$ cat src/rtl/jk_excitation_driver.sv
// Turns a requested next-state vector into one-cycle J/K pulses for an external
// JK flip-flop bank, verifies the fed-back Q, retries on mismatch, and counts successes.
module jk_excitation_driver #(
    parameter int WIDTH         = 4,
    parameter int PREFER_TOGGLE = 0,
    parameter int MAX_RETRY     = 2,
    parameter int CNT_W         = 8
) (
    input  logic             clk,
    input  logic             reset,
    input  logic [WIDTH-1:0] target,
    input  logic             tgt_valid,
    output logic             tgt_ready,
    input  logic [WIDTH-1:0] q_fb,
    output logic [WIDTH-1:0] j,
    output logic [WIDTH-1:0] k,
    output logic             done,
    output logic             error,
    output logic [CNT_W-1:0] txn_count
);

    localparam int RW = (MAX_RETRY < 1) ? 1 : $clog2(MAX_RETRY + 1);
    localparam logic [RW-1:0] MAX_RETRY_R = RW'(MAX_RETRY);

    typedef enum logic [1:0] {
        IDLE  = 2'd0,
        DRIVE = 2'd1,
        CHECK = 2'd2
    } state_t;

    state_t           state_q, state_d;
    logic [WIDTH-1:0] tgt_q, tgt_d;
    logic [RW-1:0]    retry_q, retry_d;
    logic [WIDTH-1:0] j_q, j_d;
    logic [WIDTH-1:0] k_q, k_d;
    logic             done_q, done_d;
    logic             error_q, error_d;
    logic [CNT_W-1:0] cnt_q, cnt_d;

    logic [WIDTH-1:0] exc_src;
    logic [WIDTH-1:0] rise, fall;
    logic [WIDTH-1:0] exc_j, exc_k;

    // In IDLE the excitation targets the incoming request; during retries the captured one.
    always_comb begin
        exc_src = (state_q == IDLE) ? target : tgt_q;
        rise    = ~q_fb & exc_src;
        fall    = q_fb & ~exc_src;
        exc_j   = (PREFER_TOGGLE != 0) ? (rise | fall) : rise;
        exc_k   = (PREFER_TOGGLE != 0) ? (rise | fall) : fall;
    end

    // NOTE: every variable assigned below gets a default first so no path leaves it unassigned (no latches).
    always_comb begin
        state_d = state_q;
        tgt_d   = tgt_q;
        retry_d = retry_q;
        j_d     = '0;
        k_d     = '0;
        done_d  = 1'b0;
        error_d = error_q;
        cnt_d   = cnt_q;

        case (state_q)
            IDLE: begin
                if (tgt_valid) begin
                    tgt_d   = target;
                    error_d = 1'b0;
                    retry_d = '0;
                    j_d     = exc_j;
                    k_d     = exc_k;
                    state_d = DRIVE;
                end
            end
            DRIVE: begin
                state_d = CHECK;
            end
            CHECK: begin
                if (q_fb == tgt_q) begin
                    done_d  = 1'b1;
                    if (cnt_q != '1) cnt_d = cnt_q + CNT_W'(1);
                    state_d = IDLE;
                end else if (retry_q < MAX_RETRY_R) begin
                    retry_d = retry_q + RW'(1);
                    j_d     = exc_j;
                    k_d     = exc_k;
                    state_d = DRIVE;
                end else begin
                    error_d = 1'b1;
                    state_d = IDLE;
                end
            end
            default: begin
                state_d = IDLE;
            end
        endcase
    end

    // NOTE: sequential state uses non-blocking assignments so every flop samples pre-edge values.
    always_ff @(posedge clk) begin
        if (reset) begin
            state_q <= IDLE;
            tgt_q   <= '0;
            retry_q <= '0;
            j_q     <= '0;
            k_q     <= '0;
            done_q  <= 1'b0;
            error_q <= 1'b0;
            cnt_q   <= '0;
        end else begin
            state_q <= state_d;
            tgt_q   <= tgt_d;
            retry_q <= retry_d;
            j_q     <= j_d;
            k_q     <= k_d;
            done_q  <= done_d;
            error_q <= error_d;
            cnt_q   <= cnt_d;
        end
    end

    assign tgt_ready = (state_q == IDLE);
    assign j         = j_q;
    assign k         = k_q;
    assign done      = done_q;
    assign error     = error_q;
    assign txn_count = cnt_q;

endmodule

$ cat config.mk
export PLATFORM = sky130hd
export DESIGN_NAME = jk_excitation_driver
export DESIGN_NICKNAME = d
export VERILOG_FILES = /design/src/rtl/jk_excitation_driver.sv
export SDC_FILE = /design/constraint.sdc
export NUM_CORES = 1
export LEC_CHECK = 0
export ABC_CLOCK_PERIOD_IN_PS = 1900
export BUFFER_PORTS_ARGS = -buffer_cell sky130_fd_sc_hd__buf_2
export CORE_MARGIN = 8
export CORE_UTILIZATION = 53
export CTS_BUF_LIST = sky130_fd_sc_hd__clkbuf_4
export CTS_CLUSTER_SIZE = 30
export DETAILED_ROUTE_END_ITERATION = 16
export HOLD_SLACK_MARGIN = 0.02
export MAX_ROUTING_LAYER = met4
export PLACE_DENSITY = 0.77
export REMOVE_ABC_BUFFERS = 1
export SLEW_MARGIN = 40
export SYNTH_ARGS = -nofsm -noshare
export SYNTH_HDL_FRONTEND = slang
export SYNTH_SLANG_ARGS = --single-unit
$ cat constraint.sdc
create_clock -name clk -period 1.9 [get_ports clk]
set_clock_uncertainty 0.1 [all_clocks]
set_input_delay 0.095 -clock clk [delete_from_list [all_inputs] [get_ports clk]]
set_output_delay 0.095 -clock clk [all_outputs]
set_load 0.01 [all_outputs]
==> Word-level counts from Yosys, hierarchy flattened <==
Index checks and enable logic that the tools add are counted.
{ "classes": {"n_lt_le_gt_ge": 1, "muxes": 22, "n_eq_ne": 8, "bitwise": 5, "addsub": 2, "n_reduce_logical": 7} }
{ "ops": {"columns": ["operator", "n"], "rows": [
  ["two-way mux 4 bit", 7],
  ["one-hot mux 4 bit (2 select lines)", 2],
  ["adder 8 x 1 -> 8 bit (second input constant)", 1],
  ["bitwise AND 4 bit", 2],
  ["two-way mux 2 bit", 4],
  ["inequality test 2 bit (second input constant)", 4],
  ["inequality test 8 bit (second input constant)", 1],
  ["inverter 4 bit", 2],
  ["AND reduction 4 bit", 2],
  ["two-way mux 1 bit", 6],
  ["one-hot mux 2 bit (3 select lines)", 1],
  ["== test 4 bit", 1],
  ["one-hot mux 2 bit (2 select lines)", 1],
  ["AND reduction 3 bit", 1],
  ["adder 2 x 1 -> 2 bit (second input constant)", 1],
  ["== test 2 x 1 -> 1 bit (second input constant)", 1],
  ["== test 2 bit (second input constant)", 1],
  ["zero test 2 bit", 1],
  ["less-than comparator 2 bit (second input constant)", 1],
  ["one-hot mux 1 bit (2 select lines)", 1],
  ["AND reduction 2 bit", 1],
  ["nonzero test 2 bit", 1],
  ["OR reduction 2 bit", 1],
  ["inverter 1 bit", 1]
]} }
{ "totals": {"out_inout_bits": 19, "input_bits": 11, "reg_bits": 26, "word_cells": 53} }

==> Logic depth before layout (Yosys ltp) <==
Gate-level depths: netlist of the first run.
{ "depth": {"ltp_word": 7, "ltp_mapped": 7, "depth_no_buf": 6} }

==> Worst setup path before layout of the first run <==
No wires, ideal clock.
{ "synth_timing": {"path_kind": "register to register", "startpoint": "register cnt_q[0], in the netlist txn_count[0]", "endpoint": "register cnt_q[7], in the netlist txn_count[7]", "synth_period_minus_slack_ns": 1.672, "arrival_ns": 1.456, "setup_slack_ns": 0.228, "n_path_buf": 0, "required_time_ns": 1.684, "setup_time_ns": 0.116, "path_stages_with_launch": 6, "path_cell_list": "dfxtp_1 ha_1 a41o_2 nor3_2 a21oi_1 a31o_2"} }
{ "synth_between": {"elab_chain_len": 2, "word_cells_on_any_way": 3, "cone_classes": "add/sub (1); eq/ne (1); reduce/logical (1)"} }
{ "synth_lines": {"columns": ["element", "line", "source"], "rows": [
  ["from (decl)", "38", "logic [CNT_W-1:0] cnt_q, cnt_d;"],
  ["from (signal assigned)", "118", "cnt_q <= cnt_d;"],
  ["parallel branches: the longest is 2 deep, another holds adder 8 x 1 -> 8 bit", null, null]
]} }
Parallel ways; which one is timed is not known.
A chain may end at the register's enable or synchronous reset.

==> Worst setup path in the final report of the first run <==
{ "layout_timing": {"startpoint": "input q_fb[0]", "endpoint": "register cnt_q[7], in the netlist txn_count[7]"} }
{ "layout_between": {"elab_chain_len": 2} }
{ "layout_lines": {"columns": ["element", "line", "source"], "rows": [
  ["from (decl)", "14", "input logic [WIDTH-1:0] q_fb,"],
  ["== test 4 bit", "79", "if (q_fb == tgt_q) begin"],
  ["AND reduction 3 bit (no line)", null, null]
]} }
No other way between the ends.

==> results.rst, run 1 <==
.. list-table::
   :header-rows: 1

   * - Metric
     - Value
   * - Result of the run
     - finished clean
   * - Maximum capacitance violations
     - 0
   * - Number of input and output port buffers inserted
     - 29
   * - Flop pwr share
     - 53.2%
   * - Buffer depth of the longest clock path
     - 2
   * - Layout area overhead
     - 30.8%
   * - Most heavily used metal layer in global routing
     - met2
   * - Initial standard-cell utilization of the core
     - 55.1%
   * - Transition at the pin with the smallest max-transition slack
     - 0.343 ns
   * - I/O Pins
     - 30
   * - Root Buffer
     - clkbuf_4
   * - Net switching power figure
     - 0.241 mW
   * - Detailed placer's ending HPWL
     - 1.76 mm
   * - Gr ovfl total
     - 0
   * - Share of the clock period used by the worst path
     - 94.9%
   * - Commonest non-fill, non-tap cell in the layout
     - buf_2
   * - Number of DRC violations after detailed-routing iteration 0
     - 34
   * - Number of antenna cells inserted
     - 0
   * - Time the worst path needs with I/O delays and setup
     - 1.80 ns
   * - Via-per-instance ratio
     - 5.24
   * - Fmax achieved
     - 0.555 GHz
   * - CP startpoint kind
     - input pin
   * - Number of sinks handled by clock tree synthesis
     - 26
   * - Via Count
     - 949
   * - Post-synthesis cell type count
     - 30
   * - Core footprint
     - 1940 sq um
   * - Latest clock arrival within the worst-skew pair
     - 0.32 ns
   * - Placer's final routability congestion estimate
     - 0.766
   * - Mean instance size in the synthesized netlist
     - 9.55 sq um
   * - Number of antenna violations at the first check in global routing
     - 0
   * - Register clock-pin slew on the reported worst setup and hold paths
     - 0.14 ns
   * - Most used cells in the layout excluding fill and tap cells
     - buf_2 (29), dfxtp_1 (26), nand2_1 (13)
   * - Number of nets with antenna violations after detailed routing
     - 0
   * - Static power due to leakage
     - 0.628 nW
   * - Final Power
     - 1.08 mW
   * - Clock group share of total power
     - 34.7%
   * - TritonCTS clock tree
     - yes
   * - Detail-routed net length per standard cell
     - 14.3 um
   * - CTS H-tree depth
     - 1
   * - Hold_ws
     - 0.0362 ns
   * - Site Rows
     - 16
   * - Die boundary width
     - 60.9 um
   * - Unrepaired setup endpoints after global routing
     - false
   * - Worst slew margin relative to its limit
     - 77.1%
   * - Fraction of met2 tracks used by global routing
     - 24.1%
   * - Register bit count reported by yosys
     - 26
   * - Number of buffers inserted during clock tree synthesis
     - 3
   * - Share of synthesized area occupied by flip-flops and latches
     - 48.7%
   * - Layout cells sized above 1
     - 30.5%
   * - Die height
     - 60.9 um
   * - Total wirelength of the detailed-routed design
     - 2.59 mm
   * - Via count of the first global-routing pass
     - 906
   * - Post-Syn Area
     - 1070 sq um
   * - Share of the core filled with cells
     - 72.0%
   * - Part of the power in combinational logic
     - 12.1%
   * - Met3 Resource Use GR
     - 2.54%
   * - Die Outline Area
     - 3710 sq um
   * - Switching part of the total
     - 22.4%
   * - Arrival time of data at the critical path endpoint
     - 1.94 ns
   * - Final setup TNS
     - 0 ns
   * - Global-route track usage on met1
     - 17.8%
   * - Design internal power
     - 0.836 mW
   * - GRT Total Usage
     - 14.8%
   * - Post-synthesis cell count
     - 112
   * - Final Setup Violations
     - 0
   * - Tightest Hold Check Type
     - input pin to register
   * - Number of search-and-repair iterations in the first detailed-routing pass
     - 6
   * - Count of final max-slew check failures
     - 0
   * - Maximum net fanout on the critical path
     - 8
   * - Maximum resistive drop on vdd
     - 0.653 mV
   * - WS Path Type
     - input pin to register
   * - Number of synthesis warnings
     - 0
   * - Register-to-register path setup slack
     - 0.12 ns
   * - Worst EP required
     - 2.04 ns
   * - Nets
     - 167
   * - Worst setup EP type
     - register
   * - Wire length of the first global-routing pass
     - 4.04 mm
   * - Largest net degree at the start of global routing
     - 20
   * - Power density normalized to cell area
     - 770 nW/um^2
   * - Count of endpoints failing hold in the final timing report
     - 0
   * - DRC Markers
     - 0
## layer usage
layer	routed length, um	part of all wire, %	vias to the layer above
met5	0	0	-
met4	14	0.54	0
met3	157	6.1	4
met2	1240	48	42
met1	1170	45	436
li1	-	-	467
## stage by stage
step | area (sq um) | cells | worst slack, ns
floorplan | 1050 | 108 | 0.132
global placement | 1250 | 167 | 0.203
detailed placement | 1250 | 167 | 0.151
CTS | 1380 | 179 | 0.0729
global route | 1400 | 181 | 0.0234
finish | 1400 | 181 | 0.0972
## power by group through the flow
stage	Combinational, mW	Clock [mW]	Sequential, mW
floorplan	0.0630	0	0.586
global placement	0.110	0	0.583
detailed placement	0.112	0	0.584
CTS	0.126	0.380	0.572
global route	0.142	0.398	0.575
finish	0.131	0.374	0.573
## cell usage after synthesis (all sizes together)
library cell  instances  area [sq um]
dfxtp                26           521
xnor2                10          87.6
a41o                  1          11.3
nand2                13          48.8
o21ai                 1          5.00
or2                   1          8.76
nor3                  9          50.1
nor3b                 1          7.51
nand2b                2          12.5
buf                   2          12.5
nor4b                 1          8.76
inv                   3          11.3
ha                    1          12.5
nand3                 3          15.0
nor2b                 1          6.26
and2                  1          6.26
a31oi                 2          12.5
nor4                  2          42.5
nand4                 2          12.5
clkbuf                2          7.51
and3                  4          25.0
and4                  1          11.3
mux2i                 4          40.0
nor2                 10          45.0
a21oi                 8          40.0
a31o                  1          8.76
## registers in the layout, summed over array words and instances (netlist names)
| signal | cells |
|---|---|
| retry_q | 2 |
| txn_count | 8 |
| state_q | 2 |
| error | 1 |
| done | 1 |
| k | 4 |
| j | 4 |
| tgt_q | 4 |
## cell type report
cell class	instances	area [sq um]
inverter	3	11.3
clock buffer	3	22.5
clock inverter	1	30.0
fill	161	543
sequential	26	520
multi-input combinational	79	518
timing repair buffer	42	263
tap	27	33.8
## critical path: stages
cell	delay (ns)
dlygate4sd3_1	0.55
buf_2	0.14
xnor2_1	0.14
nand4_1	0.19
buf_4	0.23
nor3_2	0.28
a21oi_1	0.11
a31o_2	0.21
## logic make-up after synthesis
family | Yosys count | share of synthesized area (%)
AND/OR/NAND/NOR | 51 | 28.1
flip-flops | 26 | 48.7
AO/OA/AOI/OAI | 13 | 7.25
XOR/XNOR | 10 | 8.19
buffers and inverters | 7 | 2.92
multiplexers | 4 | 3.74
adder cells (fa/ha/maj) | 1 | 1.17
## path summary, 6_finish.rpt
kind	from	end	cells past startpoint
worst max-delay path	q_fb[0]	txn_count[7]$_SDFFE_PP0P_	8
worst min-delay path	reset	txn_count[0]$_SDFFE_PP0P_	2
worst max register to register	txn_count[0]$_SDFFE_PP0P_	txn_count[7]$_SDFFE_PP0P_	5
worst min register to register	tgt_q[0]$_SDFFE_PP0P_	tgt_q[0]$_SDFFE_PP0P_	2
## timing repair
| item | CTS | global route |
|---|---|---|
| buffers inserted | 0 | 2 |
| resized for setup | 0 | 0 |
| endpoints found under the hold margin | 12 | 0 |
| endpoints found under the setup margin | 0 | 3 |
| hold buffers | 8 | 0 |
Power figures use the tool's default switching activity.
==> run 2: changes to the inputs <==
--- a/config.mk
+++ b/config.mk
@@ -16,6 +16,7 @@
 export MAX_ROUTING_LAYER = met4
 export PLACE_DENSITY = 0.77
 export REMOVE_ABC_BUFFERS = 1
+export SETUP_SLACK_MARGIN = 0.4
 export SLEW_MARGIN = 40
 export SYNTH_ARGS = -nofsm -noshare
 export SYNTH_HDL_FRONTEND = slang
==> results.rst, run 2 (synthesized netlist as in run 1, its figures left out) <==
.. list-table::
   :header-rows: 1

   * - Metric
     - Value
   * - Detailed placer's ending HPWL
     - 1.76 mm (unchanged)
   * - Max stage delay on crit path
     - 0.39 ns (-0.16 ns)
   * - Maximum resistive drop on vdd
     - 0.640 mV (-2.0%)
   * - Unrepaired setup endpoints after global routing
     - true
   * - Count of endpoints failing hold in the final timing report
     - 0 (unchanged)
   * - I/O Pins
     - 30 (unchanged)
   * - Worst EP required
     - 2.02 ns (-0.02 ns)
   * - Library cell contributing the largest single delay on the critical path
     - dfxtp_4
   * - Number of search-and-repair iterations in the first detailed-routing pass
     - 5 (-1)
   * - Maximum capacitance violations
     - 0 (unchanged)
   * - CTS H-tree depth
     - 1 (unchanged)
   * - Wire length of the first global-routing pass
     - 4.61 mm (+14%)
   * - Power density normalized to cell area
     - 678 nW/um^2 (-12%)
   * - Critical Path, Cell by Cell
     - and4_4 -> a41o_4 -> nor4_4 -> xnor2_1 -> nor2_1
   * - Number of nets with antenna violations after detailed routing
     - 0 (unchanged)
   * - Site Rows
     - 16 (unchanged)
   * - GRT Total Usage
     - 16.7% (+1.9 points)
   * - Placer's final routability congestion estimate
     - 0.766 (unchanged)
   * - Number of filler instances in the final layout
     - 88 (-45%)
   * - Number of sinks handled by clock tree synthesis
     - 26 (unchanged)
   * - Share of the core filled with cells
     - 86.7% (+15 points)
   * - Layout area overhead
     - 57.3%
   * - Combined buffer and inverter count along the critical path
     - 0 (-3)
   * - CP startpoint kind
     - register
   * - Die boundary width
     - 60.9 um (unchanged)
   * - Number of antenna violations at the first check in global routing
     - 0 (unchanged)
   * - Time the worst path needs with I/O delays and setup
     - 1.65 ns (-0.157 ns)
   * - Buffer depth of the longest clock path
     - 2 (unchanged)
   * - Root Buffer
     - clkbuf_4
   * - Number of input and output port buffers inserted
     - 29 (unchanged)
   * - Gr ovfl total
     - 0 (unchanged)
   * - Combined area of the multi-input logic cells
     - 652 sq um (+26%)
   * - Final Power
     - 1.14 mW (+5.9%)
   * - Layout cells sized above 1
     - 54.1% (+24 points)
   * - Nets
     - 183 (+9.6%)
   * - Most used cells in the layout excluding fill and tap cells
     - buf_2 (29), buf_4 (19), dfxtp_1 (14)
   * - Worst setup EP type
     - register
   * - Largest net degree at the start of global routing
     - 20 (unchanged)
   * - Via-per-instance ratio
     - 5.55 (+5.9%)
   * - TritonCTS clock tree
     - yes
   * - Die height
     - 60.9 um (unchanged)
   * - Register clock-pin slew on the reported worst setup and hold paths
     - 0.14 ns (about the same)
   * - Dominant delay contributor by cell family on the critical path
     - simple AND/OR/NAND/NOR gates
   * - DRC Markers
     - 0 (unchanged)
   * - Number of buffers inserted during clock tree synthesis
     - 3 (unchanged)
   * - Fmax achieved
     - 0.608 GHz (+9.6%)
   * - Number of antenna cells inserted
     - 0 (unchanged)
   * - Latest clock arrival within the worst-skew pair
     - 0.32 ns (about the same)
   * - Detail-routed net length per standard cell
     - 17.1 um (+20%)
   * - Share of the clock period used by the worst path
     - 86.6% (-8.3 points)
   * - Initial standard-cell utilization of the core
     - 55.1% (unchanged)
   * - Via Count
     - 1,094 (+15%)
   * - Tightest Hold Check Type
     - input pin to register
   * - Number of DRC violations after detailed-routing iteration 0
     - 62 (+82%)
   * - Final Setup Violations
     - 0 (unchanged)
   * - Via count of the first global-routing pass
     - 1,001 (+10%)
   * - Worst slew margin relative to its limit
     - 76.7% (-0.47 points)
   * - Result of the run
     - finished clean
   * - Arrival time of data at the critical path endpoint
     - 1.77 ns (-0.17 ns)
   * - Register cell area after layout
     - 541 sq um (+3.8%)
   * - Count of final max-slew check failures
     - 0 (unchanged)
   * - Core footprint
     - 1940 sq um (unchanged)
   * - Transition at the pin with the smallest max-transition slack
     - 0.345 ns (+0.00213 ns)
   * - Die Outline Area
     - 3710 sq um (unchanged)
   * - Commonest non-fill, non-tap cell in the layout
     - buf_2
   * - Largest register FFs
     - 8 (unchanged)
   * - Total wirelength of the detailed-routed design
     - 3.37 mm (+30%)
   * - WS Path Type
     - register to register
   * - Maximum net fanout on the critical path
     - 6 (-2)
   * - Static power due to leakage
     - 0.760 nW (+21%)
   * - Final setup TNS
     - 0 ns (unchanged)
[run 2: changes by cell type in the layout (fill, tap and decap cells not counted), moves of 3 or more]
cell     delta
and3_1      -3
and3_4      +3
buf_4      +14
dfxtp_1    -12
dfxtp_2    +10
nor3_1      -5
nor3_2      +3
xnor2_1     -3
xnor2_2     +3
[run 2: routing by layer]
| metal | up-vias | global-route usage (%) | share of wire [%] |
|---|---|---|---|
| li1 | 501 | - | - |
| met1 | 514 | 20.0 | 41 |
| met2 | 62 | 27.8 | 49 |
| met3 | 17 | 3.60 | 7.2 |
| met4 | 0 | 3.99 | 2.5 |
| met5 | - | - | 0 |
[run 2: final cells by class]
| cell class | instances | share of cell area, % |
|---|---|---|
| multi-input combinational | 79 | 38.7 |
| sequential | 26 | 32.1 |
| timing repair buffer | 58 | 23.2 |
| tap | 27 | 2.01 |
| clock inverter | 1 | 1.78 |
| clock buffer | 3 | 1.34 |
| inverter | 3 | 0.818 |
[run 2: report_power, final]
group          leakage, nW  internal [mW]  total (mW)  switching, mW
Combinational        0.515         0.0959       0.190         0.0945
Clock               0.0279          0.213       0.375          0.162
Sequential           0.217          0.560       0.575         0.0147
Total                0.760          0.869        1.14          0.271
[run 2: stage by stage]
step / hold slack, ns / cell area, sq um / worst slack (ns) / std cells
after floorplan: 0.0641 / 1050 / 0.132 / 108
after global placement: 0.204 / 1250 / 0.203 / 167
after detailed placement: 0.206 / 1250 / 0.151 / 167
after CTS: -0.133 / 1520 / 0.329 / 188
after global routing: 0.0284 / 1680 / 0.199 / 197
final: 0.0384 / 1680 / 0.255 / 197
[run 2: worst paths after layout]
path,start,endpoint,slack [ns],depth (start not counted)
max,txn_count[4]$_SDFFE_PP0P_,txn_count[6]$_SDFFE_PP0P_,0.25,5
min,reset,txn_count[0]$_SDFFE_PP0P_,0.04,2
max reg2reg,txn_count[4]$_SDFFE_PP0P_,txn_count[6]$_SDFFE_PP0P_,0.25,5
min reg2reg,tgt_q[1]$_SDFFE_PP0P_,tgt_q[1]$_SDFFE_PP0P_,0.40,2
[run 2: timing repair]
item / in CTS / in global routing
hold endpoints to repair: 12 / 2
hold buffers: 7 / 1
endpoints found under the setup margin: 16 / 18
resized for setup: 20 / 21
buffers inserted: 10 / 8
pin swaps: 17 / 8
[run 2: worst register-to-register path, stage by stage, from the launching register on]
cell	delay [ns]
dfxtp_4	0.39
and4_4	0.19
a41o_4	0.31
nor4_4	0.34
xnor2_1	0.16
nor2_1	0.05
